**config.mk**
```make
export PLATFORM = sky130hd
export DESIGN_NAME = vx_writeback_arb
export DESIGN_NICKNAME = d
export VERILOG_FILES = /design/src/rtl/vx_writeback_arb.sv
export SDC_FILE = /design/constraint.sdc
export NUM_CORES = 1
export LEC_CHECK = 0
export CELL_PAD_IN_SITES_DETAIL_PLACEMENT = 1
export CELL_PAD_IN_SITES_GLOBAL_PLACEMENT = 2
export CORE_AREA = 2 2 482 484
export DETAILED_ROUTE_END_ITERATION = 10
export DIE_AREA = 0 0 484 486
export PLACE_DENSITY = 0.42
export SYNTH_ARGS = -nofsm -noshare
export SYNTH_HDL_FRONTEND = slang
export SYNTH_SLANG_ARGS = --single-unit
```
**constraint.sdc**
```tcl
create_clock -name clk -period 38.4 [get_ports clk]
set_input_delay 7.68 -clock clk [delete_from_list [all_inputs] [get_ports clk]]
set_output_delay 7.68 -clock clk [all_outputs]
set_load 0.01 [all_outputs]
```
**src/rtl/vx_writeback_arb.sv**
```systemverilog
// Commit/writeback arbiter: round-robin merge of per-unit commit streams
// into one registered, backpressured register-file writeback port.
module vx_writeback_arb #(
  parameter int NUM_SRCS    = 6,
  parameter int NUM_WARPS   = 4,
  parameter int NUM_THREADS = 4,
  parameter int NW_BITS     = (NUM_WARPS > 1) ? $clog2(NUM_WARPS) : 1
) (
  input  logic                            clk,
  input  logic                            reset,
  input  logic [NUM_SRCS-1:0]             in_valid,
  output logic [NUM_SRCS-1:0]             in_ready,
  input  logic [NUM_SRCS*NW_BITS-1:0]     in_wid,
  input  logic [NUM_SRCS*NUM_THREADS-1:0] in_tmask,
  input  logic [NUM_SRCS*32-1:0]          in_pc,
  input  logic [NUM_SRCS*5-1:0]           in_rd,
  input  logic [NUM_SRCS-1:0]             in_wb,
  input  logic [NUM_SRCS-1:0]             in_eop,
  input  logic [NUM_SRCS*NUM_THREADS*32-1:0] in_data,
  output logic                            wb_valid,
  input  logic                            wb_ready,
  output logic [NW_BITS-1:0]              wb_wid,
  output logic [NUM_THREADS-1:0]          wb_tmask,
  output logic [31:0]                     wb_pc,
  output logic [4:0]                      wb_rd,
  output logic [NUM_THREADS*32-1:0]       wb_data,
  output logic                            wb_eop,
  output logic                            cmt_valid,
  output logic [$clog2(NUM_THREADS):0]    cmt_size
);

  localparam int PW = (NUM_SRCS > 1) ? $clog2(NUM_SRCS) : 1;
  localparam int CW = $clog2(NUM_THREADS) + 1;
  localparam int DW = NUM_THREADS * 32;

  logic [NW_BITS-1:0]     wid_a   [NUM_SRCS];
  logic [NUM_THREADS-1:0] tmask_a [NUM_SRCS];
  logic [31:0]            pc_a    [NUM_SRCS];
  logic [4:0]             rd_a    [NUM_SRCS];
  logic [DW-1:0]          data_a  [NUM_SRCS];

  for (genvar i = 0; i < NUM_SRCS; i++) begin : g_unpack
    assign wid_a[i]   = in_wid[i*NW_BITS +: NW_BITS];
    assign tmask_a[i] = in_tmask[i*NUM_THREADS +: NUM_THREADS];
    assign pc_a[i]    = in_pc[i*32 +: 32];
    assign rd_a[i]    = in_rd[i*5 +: 5];
    assign data_a[i]  = in_data[i*DW +: DW];
  end

  function automatic logic [CW-1:0] popcnt(input logic [NUM_THREADS-1:0] m);
    logic [CW-1:0] c;
    c = '0;
    for (int t = 0; t < NUM_THREADS; t++) c = c + CW'(m[t]);
    return c;
  endfunction

  logic [PW-1:0]          ptr_q, ptr_d;
  logic                   wb_valid_q, wb_valid_d;
  logic [NW_BITS-1:0]     wb_wid_q, wb_wid_d;
  logic [NUM_THREADS-1:0] wb_tmask_q, wb_tmask_d;
  logic [31:0]            wb_pc_q, wb_pc_d;
  logic [4:0]             wb_rd_q, wb_rd_d;
  logic [DW-1:0]          wb_data_q, wb_data_d;
  logic                   wb_eop_q, wb_eop_d;
  logic                   cmt_valid_q, cmt_valid_d;
  logic [CW-1:0]          cmt_size_q, cmt_size_d;

  logic                out_free;
  logic [NUM_SRCS-1:0] elig;
  logic                gnt_found;
  logic [PW-1:0]       gnt_idx;
  logic [PW:0]         idx;
  logic                gnt_wb;

  // Round-robin search from ptr; stores (wb=0) bypass the writeback stall.
  always_comb begin
    out_free  = !wb_valid_q || wb_ready;
    elig      = in_valid & ~(in_wb & {NUM_SRCS{!out_free}});
    gnt_found = 1'b0;
    gnt_idx   = '0;
    idx       = '0;
    in_ready  = '0;
    for (int k = 0; k < NUM_SRCS; k++) begin
      idx = {1'b0, ptr_q} + (PW+1)'(k);
      if (idx >= (PW+1)'(NUM_SRCS)) idx = idx - (PW+1)'(NUM_SRCS);
      if (!gnt_found && !reset && elig[idx[PW-1:0]]) begin
        gnt_found = 1'b1;
        gnt_idx   = idx[PW-1:0];
      end
    end
    if (gnt_found) in_ready[gnt_idx] = 1'b1;
  end

  always_comb begin
    gnt_wb     = gnt_found && in_wb[gnt_idx];
    ptr_d      = ptr_q;
    wb_valid_d = wb_valid_q;
    wb_wid_d   = wb_wid_q;
    wb_tmask_d = wb_tmask_q;
    wb_pc_d    = wb_pc_q;
    wb_rd_d    = wb_rd_q;
    wb_data_d  = wb_data_q;
    wb_eop_d   = wb_eop_q;
    if (gnt_found)
      ptr_d = (gnt_idx == PW'(NUM_SRCS-1)) ? '0 : gnt_idx + PW'(1);
    if (gnt_wb) begin
      wb_valid_d = 1'b1;
      wb_wid_d   = wid_a[gnt_idx];
      wb_tmask_d = tmask_a[gnt_idx];
      wb_pc_d    = pc_a[gnt_idx];
      wb_rd_d    = rd_a[gnt_idx];
      wb_data_d  = data_a[gnt_idx];
      wb_eop_d   = in_eop[gnt_idx];
    end else if (wb_ready) begin
      wb_valid_d = 1'b0;
    end
    cmt_valid_d = gnt_found && in_eop[gnt_idx];
    cmt_size_d  = cmt_valid_d ? popcnt(tmask_a[gnt_idx]) : '0;
  end

  always_ff @(posedge clk) begin
    if (reset) begin
      ptr_q       <= '0;
      wb_valid_q  <= 1'b0;
      cmt_valid_q <= 1'b0;
      cmt_size_q  <= '0;
    end else begin
      ptr_q       <= ptr_d;
      wb_valid_q  <= wb_valid_d;
      cmt_valid_q <= cmt_valid_d;
      cmt_size_q  <= cmt_size_d;
    end
  end

  always_ff @(posedge clk) begin
    wb_wid_q   <= wb_wid_d;
    wb_tmask_q <= wb_tmask_d;
    wb_pc_q    <= wb_pc_d;
    wb_rd_q    <= wb_rd_d;
    wb_data_q  <= wb_data_d;
    wb_eop_q   <= wb_eop_d;
  end

  assign wb_valid  = wb_valid_q;
  assign wb_wid    = wb_wid_q;
  assign wb_tmask  = wb_tmask_q;
  assign wb_pc     = wb_pc_q;
  assign wb_rd     = wb_rd_q;
  assign wb_data   = wb_data_q;
  assign wb_eop    = wb_eop_q;
  assign cmt_valid = cmt_valid_q;
  assign cmt_size  = cmt_size_q;

endmodule

```
==> flow_metrics.tcl, run 1 <==
set metrics [dict create \
    status "finished, final reports clean" \
    antenna_found_initial 61 \
    endpoint_kind "output port" \
    htreeDepth 4 \
    drcViolationCount 0 \
    root_buffer "clkbuf_16" \
    grt_pass1_wl_mm 206 \
    ys.flop_type "edfxtp_1" \
    slew_headroom 0.314 \
    design.core.area_um2 229000 \
    avgSynthCellArea_um2 6.68 \
    synth_edf_count 172 \
    clock.fmax_ghz 0.0499 \
    hold_violations 0 \
    synth_top_family_by_area "simple AND/OR/NAND/NOR gates" \
    firstDrtPassIters 5 \
    synth_async_sr_flop_share 0 \
    synth_cells 2260 \
    cts_tree "built" \
    yosys.area_share.simple 0.355 \
    cts_setup_buffers 0 \
    ys_top_cells_by_area "edfxtp_1 (34%), nand2_1 (26%), a21oi_1 (17%)" \
    routedWlPerCell_um 24.5 \
    hold_class "reg -> reg" \
    post-place-ws_ps 18300 \
    fillers 27500 \
    gp_congestion 0.819 \
    synth_cell_types 71 \
    grt_pass1_vias 22200 \
    rows 176 \
    startpoint_type "input pin" \
    cts_buffers 17 \
    min_period_over_period 0.522 \
    vias_per_cell 3.24 \
    clkSinkCount 180 \
    vias 20800 \
    place_hpwl_mm 129 \
    power_leakage_nw 11.3 \
    synth_seq_cells 180 \
    synth.top_cells.by_count "nand2_1 (1039), a21oi_1 (521), edfxtp_1 (172), or3_1 (172), buf_2 (96)" \
    holdWs_ps 747 \
    io_pins 1230 \
    drive_gt1_frac 0.0246 \
    initial_core_util 0.0658 \
    worst_pin_slew_ps 1030 \
    rsz0062_at_grt "false" \
    final_area_um2 31200 \
    setup_slack_ps 18370 \
    critical_path_class "in -> out" \
    synth_adder_area_share 0.00878 \
    ant_nets 0 \
    finalCriticalPeriod_ps 20030 \
    cts-resized-gates 0 \
    finish.utilization 0.136 \
    die_h_um 486 \
    route.met2.wl_mm 76.5 \
    worstPathRequired_ps 30720 \
    report.final.slew_viol_count 0 \
    multi_input_area_um2 8880 \
    skew_ps 24.1 \
    synthesis.area_um2 15100 \
    dpl-instance-area_um2 30600 \
    ir_worst_vdd_uv 124 \
    fp.dieW_um 484 \
    max-clock-path-buffers 2 \
    grt_max_degree 134 \
    p_per_area_nw_per_um2 119 \
    syn-num-nets 3317 \
    area_growth_pct 107 \
    grt_overflow_total 0 \
    ctsHoldBuffers 0 \
    finalSetupTns_ps 0 \
    final-seq-area_um2 5330 \
    synth_compound_area_frac 0.210 \
    synth-xor-area-share 0.00282 \
    worstPathMaxFanout 37 \
    clk_pin_slew_ps 100 \
    die_area_um2 235000 \
    clk_latency_ps 560 \
    totalWireLength_mm 157 \
    synth_top_area_cell "edfxtp_1" \
    drv_cap 0 \
    yosysWarnings 0 \
    final-setup-viol-count 0 \
    cp.arrival_ps 12350 \
    top_layer_used "met5" \
    synth_top_area_share 0.342 \
    drt_iter0_markers 931 \
    finish.net_count 4417 \
    wl_met1_mm 63.6 \
    yosysSeqAreaShare 0.353 \
    synth_most_common_cell "nand2_1" \
    port-buffer-count 1229 \
    wl_met3_mm 14.1 \
    synthMuxAreaShare 0.00746 \
    track_usage 0.129 \
]
worst paths after layout:
kind / endpoint / from / slack [ps] / cells past startpoint
setup reg to reg: wb_data[49]$_DFFE_PP_ / ptr_q[0]$_SDFFE_PP0P_ / 30730 / 17
hold / removal: wb_valid$_SDFFE_PP0P_ / wb_valid$_SDFFE_PP0P_ / 750 / 3
hold reg to reg: wb_valid$_SDFFE_PP0P_ / wb_valid$_SDFFE_PP0P_ / 750 / 3
setup / recovery: in_ready[0] / reset / 18370 / 10
placed cells by master (no fill, tap or decap), types with 6 or more instances in the layout:
master | netlist | routed
ha_1 | 9 | 9
clkbuf_16 | 0 | 17
nor2b_1 | 6 | 6
inv_1 | 9 | 9
mux2i_1 | 9 | 9
nor2_1 | 13 | 13
a21oi_1 | 521 | 521
or3_1 | 172 | 172
diode_2 | 0 | 16
a211oi_1 | 6 | 6
edfxtp_1 | 172 | 172
nor3_1 | 8 | 8
clkdlybuf4s50_1 | 0 | 1229
dfxtp_1 | 8 | 8
buf_4 | 7 | 34
nand2_1 | 1039 | 1038
registers in the layout, indices dropped and copies added, names as in the netlist:
| signal | cells |
|---|---|
| wb_tmask | 4 |
| wb_rd | 5 |
| wb_wid | 2 |
| cmt_valid | 1 |
| wb_pc | 32 |
| wb_eop | 1 |
| wb_data | 128 |
| wb_valid | 1 |
| cmt_size | 3 |
| ptr_q | 3 |
report_power, final:
part	switching (mW)	leakage, nW	total, mW	internal, mW
Combinational	2.07	9.24	2.94	0.863
Sequential	0.0443	1.74	0.586	0.541
Clock	0.113	0.275	0.199	0.0859
cells by family (layout without fill, tap and decap cells):
group	count (synthesis)	after routing
AOI/OAI and AO/OA	590	590
xor gates and xnor gates	4	4
adders and majority gates	10	10
buffers and inverters	193	1306
DFF	180	180
muxes	11	11
other	0	16
and+or+nand+nor	1272	1272
routing by layer:
layer,GRT usage,vias up
met5,0,-
met4,0.0270,42
met3,0.0526,107
met2,0.222,905
met1,0.149,9835
li1,-,9899
per-stage QoR:
step | power, mW | cells
4_1_cts | 3.93 | 6399
6_report | 3.72 | 6415
2_1_floorplan | 2.24 | 2260
3_3_place_gp | 3.72 | 6367
3_5_place_dp | 3.68 | 6367
5_1_grt | 4.10 | 6405
final cells by class:
type,count,area share
Tap cell,3026,0.121
Sequential cell,180,0.171
Clock inverter,15,0.00457
Inverter,9,0.00108
Timing Repair Buffer,1265,0.403
Antenna cell,16,0.00128
Multi-Input combinational cell,1887,0.284
Clock buffer,17,0.0136
worst max-delay path: stages:
cell and delay [ps]:
clkdlybuf4s50_1 1080, inv_1 390, a32oi_1 390, o21ai_0 330
o31a_1 420, o22ai_4 160, buf_4 510, nand2_4 400
nor3_1 340, clkdlybuf4s50_1 610
Note: power is estimated with default switching activity, not from simulation.
==> inputs of run 2 (changes only) <==
- CORE_AREA: 2 2 482 484 -> 2 2 486 488
- DIE_AREA: 0 0 484 486 -> 0 0 488 490
- PLACE_DENSITY: 0.42 -> 0.43
- clock period: 38.4 -> 18.4 ns (I/O delays scaled with it)
==> run 2 against run 1 <==
Combinational power rose by 110%. Final area rose by 0.60%. Utilization fell by 0.19 points. Die area rose by 1.7%. Highest routed layer unchanged. Clock-buffer cell count did not move. Clock power rose by 130%. Worst hold slack improved by 13 ps. Flip-flop and latch count did not move. Power rose by 110%. Critical path depth did not move. Cell count rose by 1.8%.
==> flow_metrics.tcl, run 2 (synthesized netlist as in run 1, its figures left out) <==
set metrics [dict create \
    status "finished, final reports clean" \
    clk_latency_ps 550 \
    clock.fmax_ghz 0.0840 \
    cts-resized-gates 0 \
    totalWireLength_mm 164 \
    skew_ps 19.3 \
    setup_slack_ps 6500 \
    power_leakage_nw 11.3 \
    fp.dieW_um 488 \
    port-buffer-count 1229 \
    endpoint_kind "output port" \
    antenna_found_initial 67 \
    vias 21000 \
    startpoint_type "input pin" \
    hold_path.startpoint "wb_valid$_SDFFE_PP0P_" \
    hold_depth 3 \
    largest_reg_flops 128 \
    ir_worst_vdd_uv 234 \
    rr_endpoint "wb_data[41]$_DFFE_PP_" \
    grt_max_degree 151 \
    ant_nets 0 \
    finish.utilization 0.134 \
    finalCriticalPeriod_ps 11900 \
    cp.arrival_ps 8220 \
    dp.cells 6488 \
    drt_iter0_markers 969 \
    power_mw 7.84 \
    gp_congestion 0.860 \
    hold_end "wb_valid$_SDFFE_PP0P_" \
    drive_gt1_frac 0.0243 \
    htreeDepth 4 \
    place_hpwl_mm 135 \
    cts_buffers 17 \
    vias_per_cell 3.22 \
    io_pins 1230 \
    routedWlPerCell_um 25.1 \
    final_common_cell "clkdlybuf4s50_1" \
    post-place-ws_ps 6290 \
    die_area_um2 239000 \
    finalSetupTns_ps 0 \
    hold_class "reg -> reg" \
    clkSinkCount 180 \
    rows 178 \
    area_growth_pct 108 \
    slew_headroom 0.347 \
    worstPathMaxFanout 37 \
    cts_tree "built" \
    cts_setup_buffers 0 \
    final-setup-viol-count 0 \
    rsz0062_at_grt "false" \
    critical_path_class "in -> out" \
    firstDrtPassIters 4 \
    p_per_area_nw_per_um2 250 \
    hold_violations 0 \
    finish.net_count 4414 \
    design.core.area_um2 234000 \
    grt_overflow_total 0 \
    min_period_over_period 0.647 \
    worstPathRequired_ps 14720 \
    r2r.worst_path.cells 18 \
    worst_pin_slew_ps 979 \
    die_h_um 490 \
    initial_core_util 0.0645 \
    r2r-start "ptr_q[0]$_SDFFE_PP0P_" \
    ctsHoldBuffers 0 \
    layout_common_cells "clkdlybuf4s50_1 (1229), nand2_1 (1038), a21oi_1 (521)" \
    drcViolationCount 0 \
    max-clock-path-buffers 2 \
    track_usage 0.132 \
    reg2reg_slack_ps 10880 \
    instances_no_fill 6530 \
    clk_pin_slew_ps 90 \
    grt_pass1_vias 22400 \
    root_buffer "clkbuf_16" \
    report.final.slew_viol_count 0 \
    grt_pass1_wl_mm 212 \
    drv_cap 0 \
]
==> run 2: cell count changes in the layout (fill, tap and decap cells not counted) <==
| cell | before | now |
|---|---|---|
| diode_2 | 16 | 10 |
| buf_4 | 34 | 29 |
| buf_12 | 2 | 4 |
| bufinv_16 | 0 | 2 |
| clkinv_1 | 2 | 0 |
| clkinv_2 | 0 | 1 |
| clkinv_4 | 3 | 4 |
| clkinv_8 | 2 | 1 |
| clkinvlp_4 | 1 | 0 |
| inv_6 | 4 | 3 |
| inv_8 | 3 | 4 |
==> run 2: area by class of cell <==
type	count	area [um^2]
Antenna cell	10	25.0
Clock buffer	17	425
Clock inverter	15	188
Fill cell	28000	203000
Inverter	9	33.8
Multi-Input combinational cell	1887	8880
Sequential cell	180	5330
Tap cell	3150	3940
Timing Repair Buffer	1262	12600
==> run 2: stage by stage <==
stage	cell area (um^2)	hold WS (ps)
after global placement	30800	772
after CTS	31400	767
final	31400	760
after detailed placement	30800	754
after floorplan	15100	657
after global routing	31400	791
==> run 2: how the worst max path moves through the flow <==
stage	endpoint	slack [ps]	depth (start not counted)	from
floorplan	wb_data[0]$_DFFE_PP_	3610	13	reset
global placement	in_ready[1]	6230	10	reset
detailed placement	in_ready[1]	6290	10	reset
CTS	in_ready[1]	6240	10	reset
global route	in_ready[1]	6170	11	reset
finish	in_ready[1]	6500	10	reset
==> run 2: power by group <==
group / leakage [nW] / total [mW] / internal [mW] / switching [mW]
logic: 9.24 / 6.15 / 1.80 / 4.34
clock network: 0.303 / 0.452 / 0.207 / 0.245
registers: 1.74 / 1.24 / 1.13 / 0.110
total: 11.3 / 7.84 / 3.14 / 4.70
==> run 2: layer usage <==
metal	GRT usage	vias to the layer above	routed length (um)
met4	0.0221	52	1980
met2	0.223	915	77500
li1	-	9887	-
met1	0.157	10100	68100
met3	0.0529	105	15800
met5	0	-	348
==> run 2: critical path, cell delays in order <==
cell and delay (ps):
clkdlybuf4s50_1 460, buf_4 240, inv_1 300, a32oi_1 240
o21ai_0 650, mux2_2 440, o22ai_4 550, nand2_4 510
nor2_1 490, clkdlybuf4s50_1 620
